### config.mk
export PLATFORM = sky130hd
export DESIGN_NAME = load_store_unit
export DESIGN_NICKNAME = d
export VERILOG_FILES = /design/src/rtl/load_store_unit.sv
export SDC_FILE = /design/constraint.sdc
export NUM_CORES = 1
export LEC_CHECK = 0
export BUFFER_PORTS_ARGS = -buffer_cell sky130_fd_sc_hd__buf_2
export CELL_PAD_IN_SITES_DETAIL_PLACEMENT = 2
export CELL_PAD_IN_SITES_GLOBAL_PLACEMENT = 2
export CORE_MARGIN = 5
export CORE_UTILIZATION = 32
export CTS_CLUSTER_DIAMETER = 200
export DETAILED_ROUTE_END_ITERATION = 10
export PLACE_DENSITY_LB_ADDON = 0.1
export SKIP_CTS_REPAIR_TIMING = 1
export SLEW_MARGIN = 40
export SYNTH_ARGS = -nofsm -noshare
export SYNTH_HDL_FRONTEND = slang
export SYNTH_SLANG_ARGS = --single-unit
export TNS_END_PERCENT = 10
### constraint.sdc
create_clock -name clk -period 2.5 [get_ports clk]
set_clock_uncertainty 0.15 [all_clocks]
set_input_delay 0.25 -clock clk [delete_from_list [all_inputs] [get_ports clk]]
set_output_delay 0.25 -clock clk [all_outputs]
set_load 0.005 [all_outputs]
### src/rtl/load_store_unit.sv
// load_store_unit: byte-addressed load/store front end for a word-wide memory.
// Byte and halfword stores are done as read-modify-write because the memory
// can only write whole words.
// Optional feature macro: LSU_ALIGN_CHECK_EN. When it is defined, misaligned
// halfword and word requests are flagged as errors. When it is not defined,
// they are force-aligned.
//
// state | meaning
// IDLE  | req_ready high; latch the request and decode it
// LOAD  | read the word, then register the formatted load data
// MERGE | read the word, then splice the store bytes into the write buffer
// WRITE | write the buffered word
// RESP  | response held until resp_ready
module load_store_unit #(
  parameter int MEM_WORDS = 256
) (
  input  logic        clk,
  input  logic        rst_n,
  input  logic        req_valid,
  output logic        req_ready,
  input  logic        req_we,
  input  logic [1:0]  req_size,
  input  logic        req_unsigned,
  input  logic [31:0] req_addr,
  input  logic [31:0] req_wdata,
  output logic        resp_valid,
  input  logic        resp_ready,
  output logic [31:0] resp_rdata,
  output logic        resp_err,
  output logic        mem_wen,
  output logic        mem_ren,
  output logic [15:0] mem_waddr,
  output logic [15:0] mem_raddr,
  output logic [31:0] mem_wdata,
  input  logic [31:0] mem_rdata
);

  localparam logic [31:0] MEM_WORDS_U = 32'(MEM_WORDS);

  typedef enum logic [2:0] {
    IDLE  = 3'd0,
    LOAD  = 3'd1,
    MERGE = 3'd2,
    WRITE = 3'd3,
    RESP  = 3'd4
  } state_t;

  state_t      state;
  logic [1:0]  lane_q;
  logic [1:0]  size_q;
  logic        unsigned_q;
  logic [15:0] wdata_q;

  logic        out_of_range;
  logic        misaligned;
  logic        req_err;
  logic [31:0] load_data;
  logic [31:0] merge_data;
  logic [7:0]  load_byte;
  logic [15:0] load_half;

  // Memory strobes and handshakes come straight from the state register, so
  // an asynchronous reset removes them at once, without waiting for an edge.
  assign req_ready  = (state == IDLE);
  assign resp_valid = (state == RESP);
  assign mem_ren    = (state == LOAD) || (state == MERGE);
  assign mem_wen    = (state == WRITE);

  // Classify the incoming request.
  always_comb begin
    out_of_range = ({2'b00, req_addr[31:2]} >= MEM_WORDS_U);
`ifdef LSU_ALIGN_CHECK_EN
    misaligned = ((req_size == 2'd1) && req_addr[0]) ||
                 ((req_size == 2'd2) && (req_addr[1:0] != 2'b00));
`else
    misaligned = 1'b0;
`endif
    req_err = (req_size == 2'd3) || out_of_range || misaligned;
  end

  // Pick the addressed lane from the memory word and extend it for a load.
  // A halfword uses only lane bit 1 and a word uses no lane bits, which gives
  // force-alignment when the check is disabled.
  always_comb begin
    load_byte = 8'h00;
    load_half = 16'h0000;
    load_data = 32'h0;
    case (lane_q)
      2'd0:    load_byte = mem_rdata[7:0];
      2'd1:    load_byte = mem_rdata[15:8];
      2'd2:    load_byte = mem_rdata[23:16];
      default: load_byte = mem_rdata[31:24];
    endcase
    load_half = lane_q[1] ? mem_rdata[31:16] : mem_rdata[15:0];
    case (size_q)
      2'd0:    load_data = {{24{~unsigned_q & load_byte[7]}}, load_byte};
      2'd1:    load_data = {{16{~unsigned_q & load_half[15]}}, load_half};
      2'd2:    load_data = mem_rdata;
      default: load_data = 32'h0;
    endcase
  end

  // Splice the store data into the word that was read back.
  always_comb begin
    merge_data = mem_rdata;
    if (size_q == 2'd0) begin
      case (lane_q)
        2'd0:    merge_data[7:0]   = wdata_q[7:0];
        2'd1:    merge_data[15:8]  = wdata_q[7:0];
        2'd2:    merge_data[23:16] = wdata_q[7:0];
        default: merge_data[31:24] = wdata_q[7:0];
      endcase
    end else if (lane_q[1]) begin
      merge_data[31:16] = wdata_q;
    end else begin
      merge_data[15:0] = wdata_q;
    end
  end

  // Sequencer. Address and write-data registers change only when a memory
  // access is being set up, so they keep their last value otherwise.
  always_ff @(posedge clk or negedge rst_n) begin
    if (!rst_n) begin
      state      <= IDLE;
      resp_rdata <= 32'h0;
      resp_err   <= 1'b0;
      mem_waddr  <= 16'h0;
      mem_raddr  <= 16'h0;
      mem_wdata  <= 32'h0;
      lane_q     <= 2'd0;
      size_q     <= 2'd0;
      unsigned_q <= 1'b0;
      wdata_q    <= 16'h0;
    end else begin
      case (state)
        IDLE: begin
          if (req_valid) begin
            lane_q     <= req_addr[1:0];
            size_q     <= req_size;
            unsigned_q <= req_unsigned;
            wdata_q    <= req_wdata[15:0];
            resp_rdata <= 32'h0;
            resp_err   <= req_err;
            if (req_err) begin
              state <= RESP;
            end else if (!req_we) begin
              mem_raddr <= req_addr[17:2];
              state     <= LOAD;
            end else if (req_size == 2'd2) begin
              mem_waddr <= req_addr[17:2];
              mem_wdata <= req_wdata;
              state     <= WRITE;
            end else begin
              mem_raddr <= req_addr[17:2];
              mem_waddr <= req_addr[17:2];
              state     <= MERGE;
            end
          end
        end
        LOAD: begin
          resp_rdata <= load_data;
          state      <= RESP;
        end
        MERGE: begin
          mem_wdata <= merge_data;
          state     <= WRITE;
        end
        WRITE: begin
          state <= RESP;
        end
        RESP: begin
          if (resp_ready) state <= IDLE;
        end
        default: state <= IDLE;
      endcase
    end
  end

endmodule

Word-level counts from Yosys, hierarchy flattened
Index checks and enable logic that the tools add are counted.
{ "totals": {"ff_bits": 121, "input_bits": 104, "out_inout_bits": 101, "wordCells": 71} }
{ "op_classes": {"order_cmp": 1, "eq_ne": 16, "n_mux": 25, "bitwise_logic": 4, "n_reduce_logical": 15} }
{ "ops": {"columns": ["operator", "n"], "rows": [
  ["32-bit 2-to-1 mux", 6],
  ["32-bit one-hot mux with 2 select lines", 2],
  ["32-bit one-hot mux with 3 select lines", 1],
  ["16-bit 2-to-1 mux", 5],
  ["8-bit 2-to-1 mux", 4],
  ["30-bit by 9-bit greater-or-equal comparator with 1-bit output, second input constant", 1],
  ["8-bit one-hot mux with 3 select lines", 1],
  ["3-bit one-hot mux with 4 select lines", 1],
  ["3-bit 2-to-1 mux", 3],
  ["2-bit == test, second input constant", 4],
  ["4-bit AND reduction", 2],
  ["3-bit by 2-bit == test with 1-bit output, second input constant", 2],
  ["2-bit by 1-bit inequality test with 1-bit output, second input constant", 3],
  ["2-bit inequality test, second input constant", 3],
  ["2-bit AND reduction", 3],
  ["5-bit AND reduction", 1],
  ["2-bit by 1-bit == test with 1-bit output, second input constant", 2],
  ["2-bit zero test", 2],
  ["2-bit nonzero test", 2],
  ["3-bit by 1-bit == test with 1-bit output, second input constant", 1],
  ["3-bit == test, second input constant", 1],
  ["3-bit zero test", 1],
  ["3-bit OR reduction", 1],
  ["1-bit AND", 2],
  ["other kinds (5)", 7]
]} }

Logic depth before layout (Yosys ltp)
Gate-level depths: netlist (run 1).
{ "depth": {"ltp_word": 6, "depth_mapped": 8, "depth_no_buf": 4} }

Least setup slack after synthesis (run 1)
No wires, ideal clock.
{ "synth_timing": {"kind": "register to register", "startpoint": "register state[0]", "endpoint": "register mem_raddr[6]", "setup_ns": 0.127, "arrival_ns": 1.712, "required_time_ns": 2.223, "slack_ns": 0.511, "path_stages_with_launch": 9, "n_path_buf": 4, "period_less_slack_ns": 1.989, "cell_sequence": "dfrtp_1 -> buf_4 -> nor2_4 -> and3_1 -> buf_2 -> and4_1 -> buf_4 -> buf_6 -> mux2_1"} }
{ "synth_via": {"elab_chain_cells": 2} }
{ "synth_lines": {"columns": ["item", "line_no", "source"], "rows": [
  ["from (decl)", "48", "state_t state;"],
  ["from (signal assigned)", "124", "state <= IDLE;"],
  ["from (signal assigned)", "145", "state <= RESP;"],
  ["from (signal assigned)", "148", "state <= LOAD;"],
  ["3-bit zero test", "135", "case (state)"],
  ["4-bit AND reduction (no line)", null, null],
  ["to (signal assigned)", "147", "mem_raddr <= req_addr[17:2];"],
  ["to (signal assigned)", "154", "mem_raddr <= req_addr[17:2];"],
  ["to (decl)", "33", "output logic [15:0] mem_raddr,"]
]} }
No other way between the ends.
A chain may end at the register's enable or synchronous reset.

Worst setup path after layout (run 1)
{ "layout_timing": {"startpoint": "register state[2]", "endpoint": "register mem_wdata[2]"} }
{ "layout_via": {"elab_chain_cells": 3, "word_cells_on_any_way": 9, "cone_classes": "eq/ne: 5; mux: 1; reduce/logical: 3"} }
{ "layout_lines": {"columns": ["item", "line_no", "source"], "rows": [
  ["3-bit zero test or 3-bit by 2-bit == test with 1-bit output (tied branches)", "135", null],
  ["2-bit by 1-bit inequality test with 1-bit output (no line) (tied with other cells)", null, null],
  ["5-bit AND reduction (no line)", null, null],
  ["to (signal assigned)", "151", "mem_wdata <= req_wdata;"],
  ["to (signal assigned)", "165", "mem_wdata <= merge_data;"],
  ["to (decl)", "34", "output logic [31:0] mem_wdata,"]
]} }
Parallel ways exist; a longest one is shown, timed or not.

==> results of run 1 <==
-- where the power goes --
part / internal, W / switching [W]
registers: 0.00204 / 0.000102
logic: 0.000425 / 0.000576
clock network: 0.00153 / 0.000948
-- synth_stat cells, types with 2 or more instances --
cell type	count	area, µm²
dfrtp_1	121	3030
o21ai_0	41	205
mux2_2	34	383
o211ai_1	32	240
a221o_1	31	310
clkbuf_1	30	113
mux2i_1	30	300
inv_1	20	75.1
nand2_1	18	67.6
buf_2	17	85.1
nand4_1	17	106
a221oi_1	16	140
a31oi_1	16	100
and3_1	16	100
or4_1	16	120
nor2b_1	12	75.1
and2_1	11	68.8
nor2_1	11	41.3
a211oi_1	8	60.1
buf_6	6	67.6
nor4_1	6	37.5
buf_4	5	37.5
mux4_1	5	131
nor3_1	3	15.0
o21ai_1	3	15.0
a41oi_1	2	17.5
and4_1	2	17.5
mux2_1	2	22.5
mux4_2	2	45.0
nand2b_1	2	12.5
nand3b_1	2	15.0
nor3b_1	2	15.0
nor4bb_1	2	20.0
-- flip-flops by register name, indices dropped and copies added (netlist names) --
signal,cells
mem_waddr,16
size_q,2
wdata_q,16
unsigned_q,1
resp_err,1
lane_q,2
state,3
mem_wdata,32
mem_raddr,16
resp_rdata,32
-- layer usage --
metal | wire, µm | up-vias | track usage (%)
li1 | - | 2611 | -
met2 | 12300 | 205 | 36.6
met1 | 10900 | 2997 | 29.5
met5 | 0 | - | 0
met3 | 1490 | 36 | 4.66
met4 | 558 | 0 | 6.95
-- cells in the final DEF (no fill, tap or decap), types with 3 or more instances in the layout --
| cell type | n |
|---|---|
| buf_2 | 203 |
| dfrtp_1 | 121 |
| o21ai_0 | 41 |
| mux2_2 | 34 |
| o211ai_1 | 32 |
| a221o_1 | 31 |
| mux2i_1 | 30 |
| dlygate4sd3_1 | 30 |
| buf_4 | 28 |
| inv_1 | 20 |
| nand2_1 | 17 |
| nand4_1 | 17 |
| clkbuf_16 | 17 |
| and3_1 | 16 |
| a31oi_1 | 16 |
| a221oi_1 | 16 |
| or4_1 | 16 |
| nor2b_1 | 12 |
| nor2_1 | 11 |
| and2_1 | 11 |
| a211oi_1 | 8 |
| nor4_1 | 6 |
| mux4_1 | 5 |
| clkinv_4 | 5 |
| nor3_1 | 3 |
| clkinvlp_4 | 3 |
-- through the flow --
step / instance area [µm²] / hold slack (ns) / power (W) / setup WS, ns / cells
2_1_floorplan: 6270 / -0.196 / 0.00273 / 0.511 / 562
3_5_place_dp: 7570 / 0.141 / 0.00313 / 0.270 / 1000
3_3_place_gp: 7570 / 0.140 / 0.00310 / 0.388 / 1000
6_report: 8460 / 0.00407 / 0.00562 / 0.257 / 1061
5_1_grt: 8460 / 0.000853 / 0.00586 / 0.130 / 1061
4_1_cts: 8160 / -0.306 / 0.00564 / 0.226 / 1031
-- cell type report --
cell class	count	share of cell area, %
sequential	121	35.8
multi-input combinational	361	33.9
clock buffer	19	5.35
clock inverter	12	1.70
tap	265	3.92
timing repair buffer	263	18.5
inverter	20	0.887
-- worst max-delay path by stage --
stage                             from             to  slack, ns  cells past startpoint
after floorplan               state[0]   mem_raddr[6]       0.51                      8
after global placement        state[2]  mem_wdata[17]       0.39                      6
after detailed placement  req_addr[10]   mem_waddr[5]       0.27                      6
after CTS                     state[2]   mem_wdata[2]       0.23                      6
after global routing          state[2]   mem_wdata[5]       0.13                      6
final                         state[2]   mem_wdata[2]       0.26                      6
-- kinds of logic (layout without fill, tap and decap cells) --
group | Yosys count | after routing | synth area share [%]
buffers and inverters | 80 | 314 | 6.17
XOR/XNOR | 1 | 1 | 0.140
AO/OA/AOI/OAI | 155 | 155 | 18.2
multiplexers | 73 | 73 | 14.1
flip-flops | 121 | 121 | 48.3
AND/OR/NAND/NOR | 132 | 132 | 13.1
==> metrics.md, run 1 <==
| Metric | Value |
|---|---|
| CP Max Fanout | `49` |
| MaxCap Viol Count | `0` |
| Clk sink count | `121` |
| Detailed Routing Iterations Pass 1 | `4` |
| Share of cells above drive strength 1 | `39.2%` |
| Reg-to-reg startpoint | `state[2]` |
| Status | `complete, no violations` |
| Final hold vios | `0` |
| CTS root buf | `clkbuf_16` |
| Wire per inst | `23.8 µm` |
| WHS Path Cells | `2` |
| Fin. max-slew vios | `0` |
| R2R depth | `6` |
| Final period util | `89.7%` |
| RSZ-0062 raised after global routing | `false` |
| Total Routing Usage GR | `22.3%` |
| First-pass GRT wire length | `38.1 mm` |
| Vias in the first global route | `6,266` |
| Die area | `22,500 µm²` |
| Crit path kind | `flip-flop to flip-flop` |
| Library cells used by synthesis | `54` |
| Residual DRC | `0` |
| Hold Path Origin | `mem_rdata[22]` |
| Ys async rst share | `100%` |
| # IOs | `205` |
| WHS Endpoint | `resp_rdata[22]` |
| Clk pin slew, worst setup/hold paths | `0.06 ns` |
| Diode count | `0` |
| Max incr delay on CP | `0.46 ns` |
| Final setup fails | `0` |
| Final nets | `888` |
| Layout area overhead | `35.0%` |
| Post-Syn Area | `6270 µm²` |
| Via Count | `5,849` |
| Main synth FF type | `dfrtp_1` |
| Largest net degree at the start of global routing | `54` |
| Setup crit end kind | `flip-flop` |
| Cell mode on critical path | `buf_4` |
| Die X-Extent | `150 µm` |
| Cell Rows | `51` |
| ANT nets after route | `0` |
| CTS buffer count | `17` |
| Critical register-to-register path endpoint | `mem_wdata[2]` |
| Clock Path Buffers | `2` |
| Maximum VDD drop | `0.000483 V` |
| Area of the core | `19,400 µm²` |
| CP top delay family | `simple AND/OR/NAND/NOR gates` |
| Global route total overflow | `0` |
| F_max | `0.446 GHz` |
| Initial antenna violation count | `0` |
| Height of the chip | `150 µm` |
| H-tree Lvls | `4` |
| Critical path required time | `2.67 ns` |
| Layout Utilization | `43.6%` |
| CP cell instances | `buf_4 -> nor3b_1 -> nand4_1 -> buf_4 -> or4_1 -> o211ai_1` |
| Initial core utilization | `32.3%` |
| Clk Latency, worst-skew pair | `0.42 ns` |
| Hold Path Class | `input pin to flip-flop` |
| Critical Path AT | `2.41 ns` |
| Fin crit period | `2.24 ns` |
| Worst slew pin tran | `0.597 ns` |
| Critical path launch point type | `flip-flop` |
| R2r setup slk | `0.26 ns` |
| CTS tree | `done` |
| Syn_nets | `666` |
| FILL cells | `2,101` |
| Buf/Inv on CP | `2` |
| Vias per std cell | `5.51` |
| Placer Congestion | `0.810` |
| DPL Wire Length | `18.1 mm` |
| Post-route setup TNS | `0 ns` |
| CP max stage cell | `or4_1` |
| Post-synthesis register bit count | `121` |
| First DRT Iteration DRCs | `294` |
| Max-Slew Margin vs Limit | `59.9%` |
| Number of port buffers | `204` |
| Avg Cell Area, Syn | `11.2 µm²` |
| YS warnings | `0` |
| Pwr Density | `664 nW/µm²` |
| Post-Syn Instances | `562` |
| Multi-input gate area | `2870 µm²` |
| Reg area | `3030 µm²` |
| Lkg Pwr | `4.23 nW` |
| Detailed Route WL | `25.3 mm` |
| Sequential area share after synthesis | `48.3%` |
| Post-synth EDFFs | `0` |
Power figures use the tool's default switching activity.
==> run 2, diff against run 1 <==
Settings changed: HOLD_SLACK_MARGIN set to 0.06.
==> run 2 against run 1 <==
Non-clock buffer count grew 21. Sequential cell count did not move. Combinational power about the same. Largest power group unchanged. Utilization grew 1.1 points.
==> metrics.md, run 2 (synthesis gave the netlist of run 1 again) <==
| Metric | Value |
|---|---|
| Status | `complete, no violations` |
| Via Count | `5,948` |
| Max incr delay on CP | `0.48 ns` |
| First DRT Iteration DRCs | `220` |
| Met2 routed WL | `12.8 mm` |
| CP max stage cell | `or4_1` |
| R2r setup slk | `0.25 ns` |
| Buf/Inv on CP | `2` |
| Critical Path Source | `state[2]` |
| Reg-to-reg startpoint | `state[2]` |
| Switch share | `28.9%` |
| Critical Path AT | `2.43 ns` |
| Reg area | `3030 µm²` |
| F_max | `0.444 GHz` |
| Die X-Extent | `150 µm` |
| H-tree Lvls | `4` |
| ANT nets after route | `0` |
| Levels on crit path | `6` |
| Global route total overflow | `0` |
| Largest net degree at the start of global routing | `54` |
| First-pass GRT wire length | `38.1 mm` |
| Critical register-to-register path endpoint | `mem_wdata[5]` |
| Residual DRC | `0` |
| Vias in the first global route | `6,266` |
| CP Max Fanout | `49` |
| Critical path destination | `mem_wdata[5]` |
| Share of cells above drive strength 1 | `38.2%` |
| Cell-internal power | `0.00402 W` |
| Fin. max-slew vios | `0` |
| Comb pwr share | `18.1%` |
| R2R depth | `6` |
| Most frequent cells in the layout | `buf_2, dfrtp_1, dlygate4sd3_1` |
| Max Used Layer | `met4` |
| Final setup fails | `0` |
| Clk pin slew, worst setup/hold paths | `0.06 ns` |
| Detailed Routing Iterations Pass 1 | `4` |
| Initial core utilization | `32.3%` |
| Layout Utilization | `44.7%` |
| Wire per inst | `23.7 µm` |
| MaxCap Viol Count | `0` |
| Setup crit end kind | `flip-flop` |
| Fin crit period | `2.25 ns` |
| Area of the core | `19,400 µm²` |
| CTS root buf | `clkbuf_16` |
| Critical path required time | `2.67 ns` |
| CTS buffer count | `17` |
| Height of the chip | `150 µm` |
| Multi-input gate area | `2870 µm²` |
| Sw power | `0.00163 W` |
| Final period util | `90.1%` |
| Number of port buffers | `204` |
| # IOs | `205` |
| Final Power | `0.00565 W` |
| Detailed Route WL | `25.7 mm` |
| Most common cell after layout, fill and taps aside | `buf_2` |
| Cell mode on critical path | `buf_4` |
| Critical path launch point type | `flip-flop` |
| Clock Path Buffers | `2` |
| Clk Latency, worst-skew pair | `0.42 ns` |
| Total Routing Usage GR | `22.3%` |
| FILL cells | `2,083` |
| Diode count | `0` |
| Die area | `22,500 µm²` |
| Placer Congestion | `0.810` |
| Vias per std cell | `5.50` |
| Hold Path Class | `input pin to flip-flop` |
| CP top delay family | `simple AND/OR/NAND/NOR gates` |
| Crit path kind | `flip-flop to flip-flop` |
| Post-route setup TNS | `0 ns` |
| CTS tree | `done` |
| Clock Power Share | `43.8%` |
| Initial antenna violation count | `0` |
| Met3 wire length | `1.42 mm` |
| Cell Rows | `51` |
| Layout area overhead | `38.4%` |
| Max-Slew Margin vs Limit | `59.8%` |
| Top flop regs | `mem_wdata: 32 flops, resp_rdata: 32 flops` |
| Met1 WL | `11.0 mm` |
| Maximum VDD drop | `0.000484 V` |
| Sequential power share | `38.0%` |
| Lkg Pwr | `4.31 nW` |
| Final hold vios | `0` |
| Pwr Density | `651 nW/µm²` |
| DPL Wire Length | `18.1 mm` |
| CP cell instances | `buf_4 -> nor3b_1 -> nand4_1 -> buf_4 -> or4_1 -> o211ai_1` |
| Clk sink count | `121` |
| RSZ-0062 raised after global routing | `false` |
| Worst slew pin tran | `0.603 ns` |
| Final nets | `909` |
run 2: cell count changes in the layout (fill, tap and decap cells not counted):
| cell | change |
|---|---|
| dlygate4sd3_1 | +21 |
run 2: per-layer routing:
metal	global-route usage [%]	vias up
li1	-	2651
met1	29.5	3064
met2	36.6	201
met3	4.66	32
met4	6.95	0
met5	0	-
run 2: final cells by class:
type | instances | area share, %
Clock buffer | 19 | 5.22
Clock inverter | 12 | 1.66
Inverter | 20 | 0.865
Multi-Input combinational cell | 361 | 33.0
Sequential cell | 121 | 34.9
Tap cell | 265 | 3.82
Timing Repair Buffer | 284 | 20.5
run 2: power groups by stage:
stage          clock network (W)  logic (W)  registers [W]
2_1_floorplan                  0   0.000604        0.00213
3_3_place_gp                   0   0.000929        0.00217
3_5_place_dp                   0   0.000953        0.00218
4_1_cts                  0.00253   0.000964        0.00215
5_1_grt                  0.00263    0.00111        0.00216
6_report                 0.00248    0.00103        0.00215
run 2: worst min-delay path by stage:
stage	from	end	slack, ns	depth (start not counted)
5_1_grt	mem_rdata[31]	resp_rdata[31]	0.06	2
2_1_floorplan	rst_n	lane_q[0]	-0.20	0
4_1_cts	rst_n	mem_wdata[21]	-0.31	1
3_3_place_gp	rst_n	mem_wdata[21]	0.14	1
6_report	req_wdata[16]	mem_wdata[16]	0.03	4
3_5_place_dp	rst_n	mem_wdata[21]	0.14	1
run 2: metrics by stage:
step | cells | hold WS [ns] | area [µm²] | worst slack, ns
after detailed placement | 1000 | 0.141 | 7570 | 0.270
after CTS | 1031 | -0.306 | 8160 | 0.226
after floorplan | 562 | -0.196 | 6270 | 0.511
after global routing | 1082 | 0.0601 | 8670 | 0.128
final | 1082 | 0.0311 | 8670 | 0.248
after global placement | 1000 | 0.140 | 7570 | 0.388
run 2: tightest hold or removal path: stages:
cell and delay (ns):
buf_2 0.10, inv_1 0.04, or4_1 0.09, o211ai_1 0.08
